[config.mk]
export PLATFORM = sky130hd
export DESIGN_NAME = sram64x22_ctrl_flat
export DESIGN_NICKNAME = d
export VERILOG_FILES = /design/src/rtl/sram_ctrl_pkg.sv /design/src/rtl/sram64x22_ctrl_if.sv /design/src/rtl/arb2_fair.sv /design/src/rtl/sram64x22_ctrl.sv /design/src/flat_wrapper.sv
export SDC_FILE = /design/constraint.sdc
export NUM_CORES = 1
export LEC_CHECK = 0
export CAP_MARGIN = 0
export CORE_MARGIN = 2
export CORE_UTILIZATION = 34
export DETAILED_ROUTE_END_ITERATION = 7
export PLACE_DENSITY = 0.8
export SETUP_SLACK_MARGIN = 0.5
export SLEW_MARGIN = 20
export SYNTH_ARGS = -nofsm -noshare
export SYNTH_HDL_FRONTEND = slang
export SYNTH_SLANG_ARGS = --single-unit
[constraint.sdc]
create_clock -name clk -period 1.6 [get_ports clk]
set_input_delay 0.32 -clock clk [delete_from_list [all_inputs] [get_ports clk]]
set_output_delay 0.32 -clock clk [all_outputs]
set_load 0.01 [all_outputs]
[src/rtl/sram_ctrl_pkg.sv]
// Shared types and default geometry for the sram64x22 sequencer/arbiter.
package sram_ctrl_pkg;

  localparam int unsigned AW_DEF = 6;
  localparam int unsigned DW_DEF = 22;

  typedef enum logic [1:0] {
    INIT,
    RUN,
    FLUSH
  } ctrl_state_e;

endpackage

[src/rtl/sram64x22_ctrl_if.sv]
// Cache-side request/response bundle of the sram64x22 controller.
interface sram64x22_ctrl_if
  import sram_ctrl_pkg::*;
#(
  parameter int unsigned AW = AW_DEF,
  parameter int unsigned DW = DW_DEF
) ();

  logic          rd_req;
  logic [AW-1:0] rd_idx;
  logic          rd_gnt;
  logic          rd_valid;
  logic [DW-1:0] rd_data;
  logic          wr_req;
  logic [AW-1:0] wr_idx;
  logic [DW-1:0] wr_data;
  logic          wr_gnt;
  logic          flush_req;
  logic          flush_done;
  logic          busy;

  modport master (
    output rd_req, rd_idx, wr_req, wr_idx, wr_data, flush_req,
    input  rd_gnt, rd_valid, rd_data, wr_gnt, flush_done, busy
  );

  modport slave (
    input  rd_req, rd_idx, wr_req, wr_idx, wr_data, flush_req,
    output rd_gnt, rd_valid, rd_data, wr_gnt, flush_done, busy
  );

endinterface

[src/rtl/arb2_fair.sv]
// Two-way read/write arbiter: write has priority, but a read that lost a contested cycle wins
// the next contested cycle.
module arb2_fair (
  input  logic clk,
  input  logic rst,
  input  logic en_i,
  input  logic rd_req_i,
  input  logic wr_req_i,
  output logic rd_gnt_o,
  output logic wr_gnt_o
);

  logic last_rd_lost_q;
  logic both;

  always_comb begin
    both     = rd_req_i & wr_req_i;
    wr_gnt_o = en_i & wr_req_i & ~(both & last_rd_lost_q);
    rd_gnt_o = en_i & rd_req_i & ~(wr_req_i & ~last_rd_lost_q);
  end

  always_ff @(posedge clk) begin
    if (rst) begin
      last_rd_lost_q <= 1'b0;
    end else begin
      last_rd_lost_q <= both & wr_gnt_o;
    end
  end

endmodule

[src/rtl/sram64x22_ctrl.sv]
// Init/flush sweep sequencer and read/write arbiter in front of one single-ported sram64x22.
module sram64x22_ctrl
  import sram_ctrl_pkg::*;
#(
  parameter int unsigned   AW       = AW_DEF,
  parameter int unsigned   DW       = DW_DEF,
  parameter logic [DW-1:0] INIT_VAL = '0
) (
  input  logic              clk,
  input  logic              rst,
  sram64x22_ctrl_if.slave   bus,
  output logic              sram_cs,
  output logic              sram_we,
  output logic [AW-1:0]     sram_a,
  output logic [DW-1:0]     sram_di,
  input  logic [DW-1:0]     sram_do
);

  ctrl_state_e   state_q, state_d;
  logic [AW-1:0] cnt_q, cnt_d;
  logic          rd_valid_q;
  logic          flush_done_q, flush_done_d;
  logic [DW-1:0] hold_q;
  logic          arb_en;
  logic          rd_gnt, wr_gnt;

  // Flush outranks both requesters, so arbitration is suppressed in the cycle it is seen.
  assign arb_en = (state_q == RUN) && !bus.flush_req;

  arb2_fair u_arb (
    .clk      (clk),
    .rst      (rst),
    .en_i     (arb_en),
    .rd_req_i (bus.rd_req),
    .wr_req_i (bus.wr_req),
    .rd_gnt_o (rd_gnt),
    .wr_gnt_o (wr_gnt)
  );

  always_comb begin
    state_d      = state_q;
    cnt_d        = cnt_q;
    flush_done_d = 1'b0;
    sram_cs      = 1'b0;
    sram_we      = 1'b0;
    sram_a       = bus.rd_idx;
    sram_di      = bus.wr_data;
    unique case (state_q)
      INIT, FLUSH: begin
        sram_cs = 1'b1;
        sram_we = 1'b1;
        sram_a  = cnt_q;
        sram_di = INIT_VAL;
        cnt_d   = cnt_q + 1'b1;
        if (cnt_q == '1) begin
          state_d      = RUN;
          flush_done_d = (state_q == FLUSH);
        end
      end
      RUN: begin
        if (bus.flush_req) begin
          state_d = FLUSH;
        end else if (wr_gnt) begin
          sram_cs = 1'b1;
          sram_we = 1'b1;
          sram_a  = bus.wr_idx;
        end else if (rd_gnt) begin
          sram_cs = 1'b1;
        end
      end
      default: state_d = INIT;
    endcase
  end

  always_ff @(posedge clk) begin
    if (rst) begin
      state_q      <= INIT;
      cnt_q        <= '0;
      rd_valid_q   <= 1'b0;
      flush_done_q <= 1'b0;
      hold_q       <= '0;
    end else begin
      state_q      <= state_d;
      cnt_q        <= cnt_d;
      rd_valid_q   <= rd_gnt;
      flush_done_q <= flush_done_d;
      if (rd_valid_q) hold_q <= sram_do;
    end
  end

  // The SRAM output is only trusted while rd_valid is high; otherwise the last read is replayed.
  assign bus.rd_data    = rd_valid_q ? sram_do : hold_q;
  assign bus.rd_valid   = rd_valid_q;
  assign bus.rd_gnt     = rd_gnt;
  assign bus.wr_gnt     = wr_gnt;
  assign bus.flush_done = flush_done_q;
  assign bus.busy       = (state_q != RUN);

endmodule

[src/flat_wrapper.sv]
// flat-port wrapper written by rule: the top's interface ports become plain ports
module sram64x22_ctrl_flat import sram_ctrl_pkg::*;
#(
  parameter int unsigned   AW       = AW_DEF,
  parameter int unsigned   DW       = DW_DEF,
  parameter logic [DW-1:0] INIT_VAL = '0
)
  (clk, rst, sram_cs, sram_we, sram_a, sram_di, sram_do, bus_rd_req, bus_rd_idx, bus_wr_req, bus_wr_idx, bus_wr_data, bus_flush_req, bus_rd_gnt, bus_rd_valid, bus_rd_data, bus_wr_gnt, bus_flush_done, bus_busy);
  sram64x22_ctrl_if #(.AW(AW), .DW(DW)) bus_i ();
  input  logic clk;
  input  logic rst;
  output logic sram_cs;
  output logic sram_we;
  output logic [AW-1:0] sram_a;
  output logic [DW-1:0] sram_di;
  input  logic [DW-1:0] sram_do;
  input wire logic [$bits(bus_i.rd_req)-1:0] bus_rd_req;
  input wire logic [$bits(bus_i.rd_idx)-1:0] bus_rd_idx;
  input wire logic [$bits(bus_i.wr_req)-1:0] bus_wr_req;
  input wire logic [$bits(bus_i.wr_idx)-1:0] bus_wr_idx;
  input wire logic [$bits(bus_i.wr_data)-1:0] bus_wr_data;
  input wire logic [$bits(bus_i.flush_req)-1:0] bus_flush_req;
  output wire logic [$bits(bus_i.rd_gnt)-1:0] bus_rd_gnt;
  output wire logic [$bits(bus_i.rd_valid)-1:0] bus_rd_valid;
  output wire logic [$bits(bus_i.rd_data)-1:0] bus_rd_data;
  output wire logic [$bits(bus_i.wr_gnt)-1:0] bus_wr_gnt;
  output wire logic [$bits(bus_i.flush_done)-1:0] bus_flush_done;
  output wire logic [$bits(bus_i.busy)-1:0] bus_busy;
  assign bus_i.rd_req = bus_rd_req;
  assign bus_i.rd_idx = bus_rd_idx;
  assign bus_i.wr_req = bus_wr_req;
  assign bus_i.wr_idx = bus_wr_idx;
  assign bus_i.wr_data = bus_wr_data;
  assign bus_i.flush_req = bus_flush_req;
  assign bus_rd_gnt = bus_i.rd_gnt;
  assign bus_rd_valid = bus_i.rd_valid;
  assign bus_rd_data = bus_i.rd_data;
  assign bus_wr_gnt = bus_i.wr_gnt;
  assign bus_flush_done = bus_i.flush_done;
  assign bus_busy = bus_i.busy;
  sram64x22_ctrl #(.AW(AW), .DW(DW), .INIT_VAL(INIT_VAL)) u_core (.clk(clk), .rst(rst), .bus(bus_i), .sram_cs(sram_cs), .sram_we(sram_we), .sram_a(sram_a), .sram_di(sram_di), .sram_do(sram_do));
endmodule
* After elaboration in Yosys (flattened, before gate mapping)
Index checks and enable logic that the tools add are counted.
** Operators by class
- Multipliers :: 0
- Multiplexer cells :: 15
- Div/mod/pow operators :: 0
- Reductions and logical operators :: 6
- Eq/ne operators :: 6
- Bitwise operators :: 13
- Magnitude comparators :: 0
- Shifts and indexed selects :: 0
- Add/subtract/negate cells :: 1
** Operators by type and width (count)
- 22-bit two-way mux :: 2
- 6-bit two-way mux :: 2
- 6-bit one-hot mux with 2 select lines :: 1
- 1-bit bitwise AND :: 8
- 6-bit by 1-bit adder with 6-bit output (second input constant) :: 1
- 6-bit equality test (second input constant) :: 1
- 1-bit two-way mux :: 5
- 1-bit NOT :: 5
- 2-bit two-way mux :: 2
- 2-bit by 1-bit inequality test with 1-bit output (second input constant) :: 2
- 1-bit one-hot mux with 2 select lines :: 2
- 2-bit one-hot mux with 2 select lines :: 1
- 3-bit OR reduction :: 1
- 2-bit by 1-bit equality test with 1-bit output (second input constant) :: 1
- 2-bit equality test (second input constant) :: 1
- 2-bit zero test :: 1
- 2-bit inequality test (second input constant) :: 1
- 2-bit AND reduction :: 1
- 2-bit OR reduction :: 1
- 1-bit logical AND :: 1
- 1-bit zero test :: 1
** Word-level totals
- Output and inout port bits :: 57
- Bits in writable memories :: 0
- Input port bits :: 61
- Bits in registers :: 33
- Latch bits :: 0
- Memories :: 0
- Memory bits (read-only) :: 0

* Longest topological paths before layout
Gate-level depths: netlist (run 1).
- Depth in word-level cells :: 8
- Depth in mapped cells :: 5

* By module
From an unflattened synthesis (run 1), not the netlist that was laid out.
** Unflattened totals
- Cells, all modules :: 168
- Area total of the unflattened synthesis :: 1614.0 um^2
** Modules (own cells, without submodules)
- sram64x22_ctrl :: seq. area each 640.6 um^2, times used 1, cells an instance 161, area each 1557.7 um^2
- arb2_fair :: seq. area each 20.0 um^2, times used 1, cells an instance 7, area each 56.3 um^2

* Worst setup path before layout (run 1)
No wires, ideal clock.
- Kind :: register to output
- Start :: reg u_core.state_q[0]
- End :: out sram_a[0]
- Arrival :: 1.199 ns
- Cell stages (with the launch flop) :: 6
- Data required time :: 1.280 ns
- Slack :: 0.081 ns
- Path buffers :: 2
- Path through :: dfxtp_1 > buf_4 > nor3b_4 > and2_1 > buf_6 > o221ai_1
** On the way
- Longest elaborated chain between the ends :: 7
- Elaborated cells between the ends (all ways) :: 10
** Ends and longest elaborated chain
- from (decl) :: line sram64x22_ctrl.sv:19 : ctrl_state_e state_q, state_d;
- from (signal assigned) :: line sram64x22_ctrl.sv:83 : state_q <= state_d;
- 2-bit by 1-bit equality test with 1-bit output :: line sram64x22_ctrl.sv:28 : assign arb_en = (state_q == RUN) && !bus.flush_req;
- 1-bit logical AND :: line sram64x22_ctrl.sv:28
- 1-bit bitwise AND (2 in series) :: line arb2_fair.sv:18 : wr_gnt_o = en_i & wr_req_i & ~(both & last_rd_lost_q);
- named net bus_wr_gnt :: line flat_wrapper.sv:26 : output wire logic [$bits(bus_i.wr_gnt)-1:0] bus_wr_gnt;
- 6-bit two-way mux :: line sram64x22_ctrl.sv:63 : end else if (wr_gnt) begin
- 6-bit two-way mux :: line sram64x22_ctrl.sv:61 : if (bus.flush_req) begin
- 6-bit one-hot mux with 2 select lines :: line sram64x22_ctrl.sv:48 : unique case (state_q)
- to (decl) :: line flat_wrapper.sv:14 : output logic [AW-1:0] sram_a;
The timed path passes the listed nets, and every way through them passes these cells.

* Worst setup path in the final report (run 1)
- Start :: reg u_core.state_q[0]
- End :: out sram_a[0]
** On the way
- Longest elaborated chain between the ends :: 7
- Elaborated cells between the ends (all ways) :: 10
** Ends and longest elaborated chain (line)
- 2-bit by 1-bit equality test with 1-bit output :: sram64x22_ctrl.sv:28, sram64x22_ctrl.sv:48
- 1-bit logical AND :: sram64x22_ctrl.sv:28
- 1-bit bitwise AND (2 in series) :: arb2_fair.sv:18
- 6-bit two-way mux :: sram64x22_ctrl.sv:63
- 6-bit two-way mux :: sram64x22_ctrl.sv:61
- 6-bit one-hot mux with 2 select lines (*) :: sram64x22_ctrl.sv:48
Every way passes the cells marked *; elsewhere a longest branch is shown, timed or not.

==> results of run 1 <==
==> cells by family (layout without fill, tap and decap cells) <==
| group | Yosys count | in the layout | synth area share |
|---|---|---|---|
| muxes | 23 | 23 | 0.1583 |
| DFF | 33 | 33 | 0.4058 |
| xor gates and xnor gates | 4 | 4 | 0.02153 |
| AOI/OAI and AO/OA | 13 | 13 | 0.05688 |
| adders and majority gates | 1 | 1 | 0.007685 |
| buffers and inverters | 18 | 176 | 0.04997 |
| and+or+nand+nor | 80 | 80 | 0.2998 |
==> report_power, final <==
group	total [mW]	internal, mW	switching, mW
Clock	0.572	0.295	0.277
Combinational	0.255	0.172	0.0826
Sequential	0.831	0.824	0.00704
==> per-layer routing <==
metal / up-vias / GRT usage / routed length, um
li1: 889 / - / -
met1: 849 / 0.2540 / 2375
met2: 57 / 0.3483 / 3070
met3: 2 / 0.04972 / 342
met4: 0 / 0.03086 / 23
met5: - / 0 / 0
==> worst max-delay path: cells and delay by family (launching register included) <==
| family | cells | cell delay [ns] |
|---|---|---|
| buf+inv | 2 | 0.27 |
| compound gates | 1 | 0.10 |
| simple gates | 2 | 0.45 |
| flops | 1 | 0.37 |
==> Yosys cell counts (all sizes together) (2+ instances only) <==
cell type,number,area (um^2)
o21ai,2,10.01
and4b,2,20.02
or3,2,12.51
nor2b,24,150.1
mux2,22,247.7
and2,23,143.9
nand3,7,35.03
nand2,7,26.28
nand4b,2,17.52
a21oi,3,15.01
clkbuf,7,26.28
inv,7,26.28
buf,4,28.78
nor2,6,22.52
xnor2,3,26.28
nand2b,3,18.77
dfxtp,33,660.6
o221ai,6,52.55
==> final timing paths <==
kind,cells after the start,slack [ns],start,to
max,5,-0.17,u_core.state_q[0],sram_a[0]
min,2,0.56,u_core.cnt_q[5],u_core.cnt_q[5]
max reg2reg,8,-0.11,u_core.state_q[0],u_core.cnt_q[5]
min reg2reg,2,0.56,u_core.cnt_q[5],u_core.cnt_q[5]
==> per-stage QoR <==
| stage | power [mW] | TNS (ns) | hold WS, ns | std cells | instance area [um^2] |
|---|---|---|---|---|---|
| after floorplan | 0.8987 | 0 | 0.3916 | 172 | 1792 |
| after global placement | 1.085 | -13.20 | 0.4935 | 350 | 3112 |
| after detailed placement | 1.091 | -13.65 | 0.5107 | 350 | 3112 |
| after CTS | 1.651 | -1.700 | 0.5125 | 377 | 3456 |
| after global routing | 1.736 | -3.629 | 0.5846 | 384 | 3672 |
| final | 1.658 | -2.169 | 0.5551 | 384 | 3672 |
==> registers in the layout, summed over array words and instances, names as in the netlist <==
signal / cells
u_core.cnt_q: 6
u_core.bus.rd_valid: 1
u_core.hold_q: 22
u_core.bus.flush_done: 1
u_core.u_arb.last_rd_lost_q: 1
u_core.state_q: 2
==> timing repair <==
action                                 4_1_cts  5_1_grt
endpoints found under the hold margin        0        0
setup endpoints to repair                   83       87
gates cloned                                 3        0
gates resized for setup                    306       30
setup buffers                               17        7
pin swaps                                   19        5
==> cell type report <==
type / instances / area (um^2) / share of cell area
clock buffers: 6 / 72.57 / 0.01976
well taps: 54 / 67.56 / 0.01840
clock inverters: 1 / 5.005 / 0.001363
repair buffers: 162 / 1608 / 0.4378
flip-flops and latches: 33 / 674.4 / 0.1836
inverters: 7 / 26.28 / 0.007155
multi-input cells: 121 / 1219 / 0.3319
==> summary.txt, run 1 <==
Cells and area
  – Layout Utilization: 0.7879
  – Share of cells above drive strength 1: 0.5303
  – Fill cells: between 300 and 400
  – Ant diodes: 0
  – Area growth from synthesis to layout: 125.6%
  – Nets: 392
  – Commonest non-fill, non-tap cell in the layout: clkdlybuf4s50_1
  – Commonest cells after routing, fill and taps aside: clkdlybuf4s50_1 (57), buf_6 (48), dfxtp_1 (28)

Global route
  – First-pass GRT wire length: roughly 8500 um
  – Overflow after GRT: 0
  – Initial antenna violation count: 0
  – Total Routing Usage GR: 0.2003
  – Vias in the first global route: roughly 1800
  – Pin count of the biggest net entering global routing: 30

STA
  – Clock skew: 0.006517 ns
  – Final Hold Vio Count: 0
  – Max_slew headroom: 0.8360
  – Max Fclk: 564.4 MHz
  – Final setup margin: -0.1717 ns
  – Final setup fails: 33
  – Worst Tran Pin Value: between 0.2 and 0.25 ns
  – Final Slew Violations: 0
  – RSZ-0062 raised after global routing: true
  – Final Critical Period: between 1.5 and 2 ns
  – Period utilisation layout: 1.107

Drt
  – Via count: between 1500 and 2000
  – Detailed Routing Iterations Pass 1: 4
  – Via/cell ratio: about 4.7
  – ANT nets after route: 0
  – DRC: 0
  – Detailed Route Iter0 Violations: 30
  – Post-DR wirelength/cell: 15.14 um
  – Final WL: slightly below 6000 um

Yosys
  – Avg Inst Size Synth: 9.464 um^2
  – YS warnings: 0
  – Post-Synthesis Cells: ~170
  – Flops & latches, synth: 33
  – Post-Syn Nets: ~230
  – EDFF count, synth: 0
  – Post-synth ARST share: 0
  – Synthesized area: between 1500 and 2000 um^2
  – Primary FF master, synth: dfxtp_1
  – Library cells used by synthesis: 29
  – Sequential-to-total area share from yosys stat: 0.4058

Worst setup path
  – Crit-path max cell delay: roughly 0.37 ns
  – Crit end category: primary output
  – Worst Path Required: 1.28 ns
  – Slowest-stage cell, CP: dfxtp_4
  – Critical-path maximum fanout: 5
  – Critical path, cell by cell: nor3b_4 -> and2_4 -> buf_6 -> o221ai_2 -> buf_2
  – Startpoint types: flop
  – Crit path DAT: between 1 and 1.5 ns
  – Crit Path Category: reg2out

Floorplanning
  – # IOs: about 120
  – Initial Utilization: 0.3493
  – Die ar.: around 5400 um^2
  – Die X: about 73 um
  – Die Ht: 73.20 um
  – Row count: 25
  – Core area: approximately 4700 um^2

Outcome
  – Status: finished with violations
  – Failing checks: setup timing

CTS
  – TritonCTS buffer count: 5
  – Root buffer cell: clkbuf_8
  – CTS clk-pin slew, worst paths: approximately 0.06 ns
  – Clock latency on the worst-skew pair: about 0.27 ns
  – CTS tree: yes
  – Sink Count: 33
  – CTS Hold Buffers Added: 0
  – CTS max path bufs: 2
  – H-tree depth: 2

Power
  – PD cells: about 450 nW/um^2
  – P_leak: 1.567 nW
  – Maximum vdd drop: 541.1 uV

Min path
  – Min-delay worst type: reg2reg

Place
  – Number of port buffers: 117
  – HPWL Detailed: 3734 um
  – Final Wtd Congestion: ~0.77
  – Pre-CTS setup slack: -0.7401 ns

Run
  – MaxCap Viol Count: 0
Power figures use the tool's default switching activity.
==> run 2: changes to the inputs <==
--- a/config.mk
+++ b/config.mk
@@ -5,6 +5,7 @@
 export SDC_FILE = /design/constraint.sdc
 export NUM_CORES = 1
 export LEC_CHECK = 0
+export ABC_CLOCK_PERIOD_IN_PS = 1600
 export CAP_MARGIN = 0
 export CORE_MARGIN = 2
 export CORE_UTILIZATION = 34
==> results of run 2 <==
Final layout, timing and power as in run 1 (identical DEF).
==> run 3: changes to the inputs <==
--- a/config.mk
+++ b/config.mk
@@ -11,7 +11,6 @@
 export CORE_UTILIZATION = 34
 export DETAILED_ROUTE_END_ITERATION = 7
 export PLACE_DENSITY = 0.8
-export SETUP_SLACK_MARGIN = 0.5
 export SLEW_MARGIN = 20
 export SYNTH_ARGS = -nofsm -noshare
 export SYNTH_HDL_FRONTEND = slang
==> summary.txt, run 3 (synthesis gave the netlist of run 1 again) <==
Power
  – Total Power: ~1.6 mW
  – Sequential fraction of design power: 0.504
  – Switching power: 358.2 uW
  – P_leak: 1.448 nW
  – Maximum vdd drop: 607.5 uV
  – Comb pwr share: 0.137
  – Switching Share: 0.2177
  – PD cells: 500.8 nW/um^2
  – Clock Power Share: 0.359
  – Power Internal: 1.287 mW

Drt
  – Post-DR wirelength/cell: between 10 and 15 um
  – Final WL: 5210 um
  – Detailed Route Iter0 Violations: 29
  – ANT nets after route: 0
  – Via/cell ratio: between 4 and 5
  – DRC: 0
  – Detailed Routing Iterations Pass 1: 4
  – Via count: roughly 1700

Place
  – Number of port buffers: about 120
  – Final Wtd Congestion: between 0.7 and 0.8
  – HPWL Detailed: 3488 um
  – Pre-CTS setup slack: -0.7200 ns
  – Placed cell area: 2937 um^2

Worst setup path
  – Critical-path maximum fanout: 4
  – Critical path, cell by cell: nor3b_4 -> and2_4 -> buf_6 -> o221ai_2 -> buf_2
  – Crit Path Category: reg2out
  – Critical R2R Launch: u_core.state_q[0]
  – Crit path DAT: ~1.4 ns
  – Crit-path max cell delay: about 0.35 ns
  – Slowest-stage cell, CP: dfxtp_4
  – Crit end category: primary output
  – Critical Path Start: u_core.state_q[0]
  – Startpoint types: flop
  – R2R Setup Slk: about 0.12 ns
  – Reg-to-reg endpoint: u_core.cnt_q[5]
  – Worst Path Buf+Inv: 2
  – Worst Path Required: ~1.3 ns
  – R2R depth: 5
  – Delay-heaviest family, CP: simple AND/OR/NAND/NOR gates

CTS
  – CTS Hold Buffers Added: 0
  – CTS clk-pin slew, worst paths: 0.06 ns
  – Root buffer cell: clkbuf_8
  – Sink Count: 33
  – Clock latency on the worst-skew pair: about 0.28 ns
  – CTS tree: yes
  – CTS max path bufs: 2
  – TritonCTS buffer count: 5
  – H-tree depth: 2

Cells and area
  – Commonest non-fill, non-tap cell in the layout: clkdlybuf4s50_1
  – Largest register FFs: 22
  – Post-Layout Inst Area: roughly 3300 um^2
  – Layout Utilization: 0.7050
  – Ant diodes: 0
  – Most flops, register: u_core.hold_q
  – Share of cells above drive strength 1: 0.3355
  – Nets: 371
  – Area growth from synthesis to layout: 101.8%
  – Top flop regs: u_core.hold_q: 22 flops, u_core.cnt_q: 6 flops, u_core.state_q: 2 flops
  – Commonest cells after routing, fill and taps aside: clkdlybuf4s50_1 (58), dfxtp_1 (31), buf_6 (29)

STA
  – Worst Tran Pin Value: between 0.3 and 0.4 ns
  – Period utilisation layout: 1.079
  – Final Hold Vio Count: 0
  – Final setup margin: -0.1270 ns
  – Final setup fails: 16
  – Final Critical Period: around 1.7 ns
  – Final Slew Violations: 0
  – Max Fclk: 579.0 MHz
  – RSZ-0062 raised after global routing: true
  – Hold Worst Slack: 0.5145 ns
  – Max_slew headroom: 0.7953
  – Clock skew: about 0.0075 ns

Floorplanning
  – Die X: between 70 and 80 um
  – Core area: 4661 um^2
  – # IOs: around 120
  – Die ar.: about 5400 um^2
  – Die Ht: approximately 73 um
  – Initial Utilization: 0.3493
  – Row count: 25

Global route
  – Pin count of the biggest net entering global routing: 20
  – Overflow after GRT: 0
  – First-pass GRT wire length: between 7000 and 8000 um
  – Initial antenna violation count: 0
  – Total Routing Usage GR: 0.1766
  – Vias in the first global route: ~1600

Min path
  – Hold path cells: 2
  – Hold_sp: u_core.cnt_q[5]
  – Worst Hold End: u_core.cnt_q[5]
  – Min-delay worst type: reg2reg

Run
  – MaxCap Viol Count: 0

Outcome
  – Status: finished with violations
  – Failing checks: setup timing
run 3: area by class of cell:
| cell class | count | area (um^2) |
|---|---|---|
| Timing Repair Buffer | 141 | 1416 |
| Fill cell | 372 | 1375 |
| Multi-Input combinational cell | 121 | 1025 |
| Sequential cell | 33 | 668.1 |
| Clock buffer | 6 | 72.57 |
| Tap cell | 54 | 67.56 |
| Inverter | 7 | 26.28 |
| Clock inverter | 2 | 10.01 |
run 3: how the worst max path moves through the flow:
stage / slack [ns] / endpoint / cells past startpoint
after global routing: -0.21 / sram_a[3] / 5
after global placement: -0.69 / bus_wr_gnt / 5
after detailed placement: -0.72 / bus_wr_gnt / 5
after CTS: -0.14 / sram_a[2] / 5
after floorplan: 0.08 / sram_a[0] / 5
final: -0.13 / sram_a[3] / 5
run 3: layer usage:
metal	wire length [um]	vias to the layer above	global-route usage
met3	241	5	0.04420
met2	2869	43	0.3113
met4	40	0	0.05761
li1	-	845	-
met5	0	-	0
met1	2058	802	0.2077
run 3: metrics by stage:
| stage | instances | TNS, ns |
|---|---|---|
| after floorplan | 172 | 0 |
| after global placement | 347 | -13.49 |
| after detailed placement | 347 | -14.04 |
| after CTS | 360 | -1.437 |
| after global routing | 364 | -3.205 |
| final | 364 | -0.9913 |
run 3: repair_timing:
item | in CTS | in global routing
gates cloned | 2 | 2
endpoints found under the setup margin | 56 | 36
pin swaps | 8 | 2
setup buffers | 3 | 3
gates resized for setup | 190 | 54
run 3: worst min-delay path, cell delays in order (launching register included):
cell and delay (ns):
dfxtp_1 0.33, o21ai_0 0.08, a21oi_1 0.06
run 3: power by group through the flow:
stage / clock network (mW) / logic, mW / registers [mW]
floorplan: 0 / 0.0377 / 0.853
global placement: 0 / 0.220 / 0.851
detailed placement: 0 / 0.223 / 0.852
CTS: 0.615 / 0.221 / 0.831
global route: 0.647 / 0.242 / 0.830
finish: 0.591 / 0.225 / 0.830
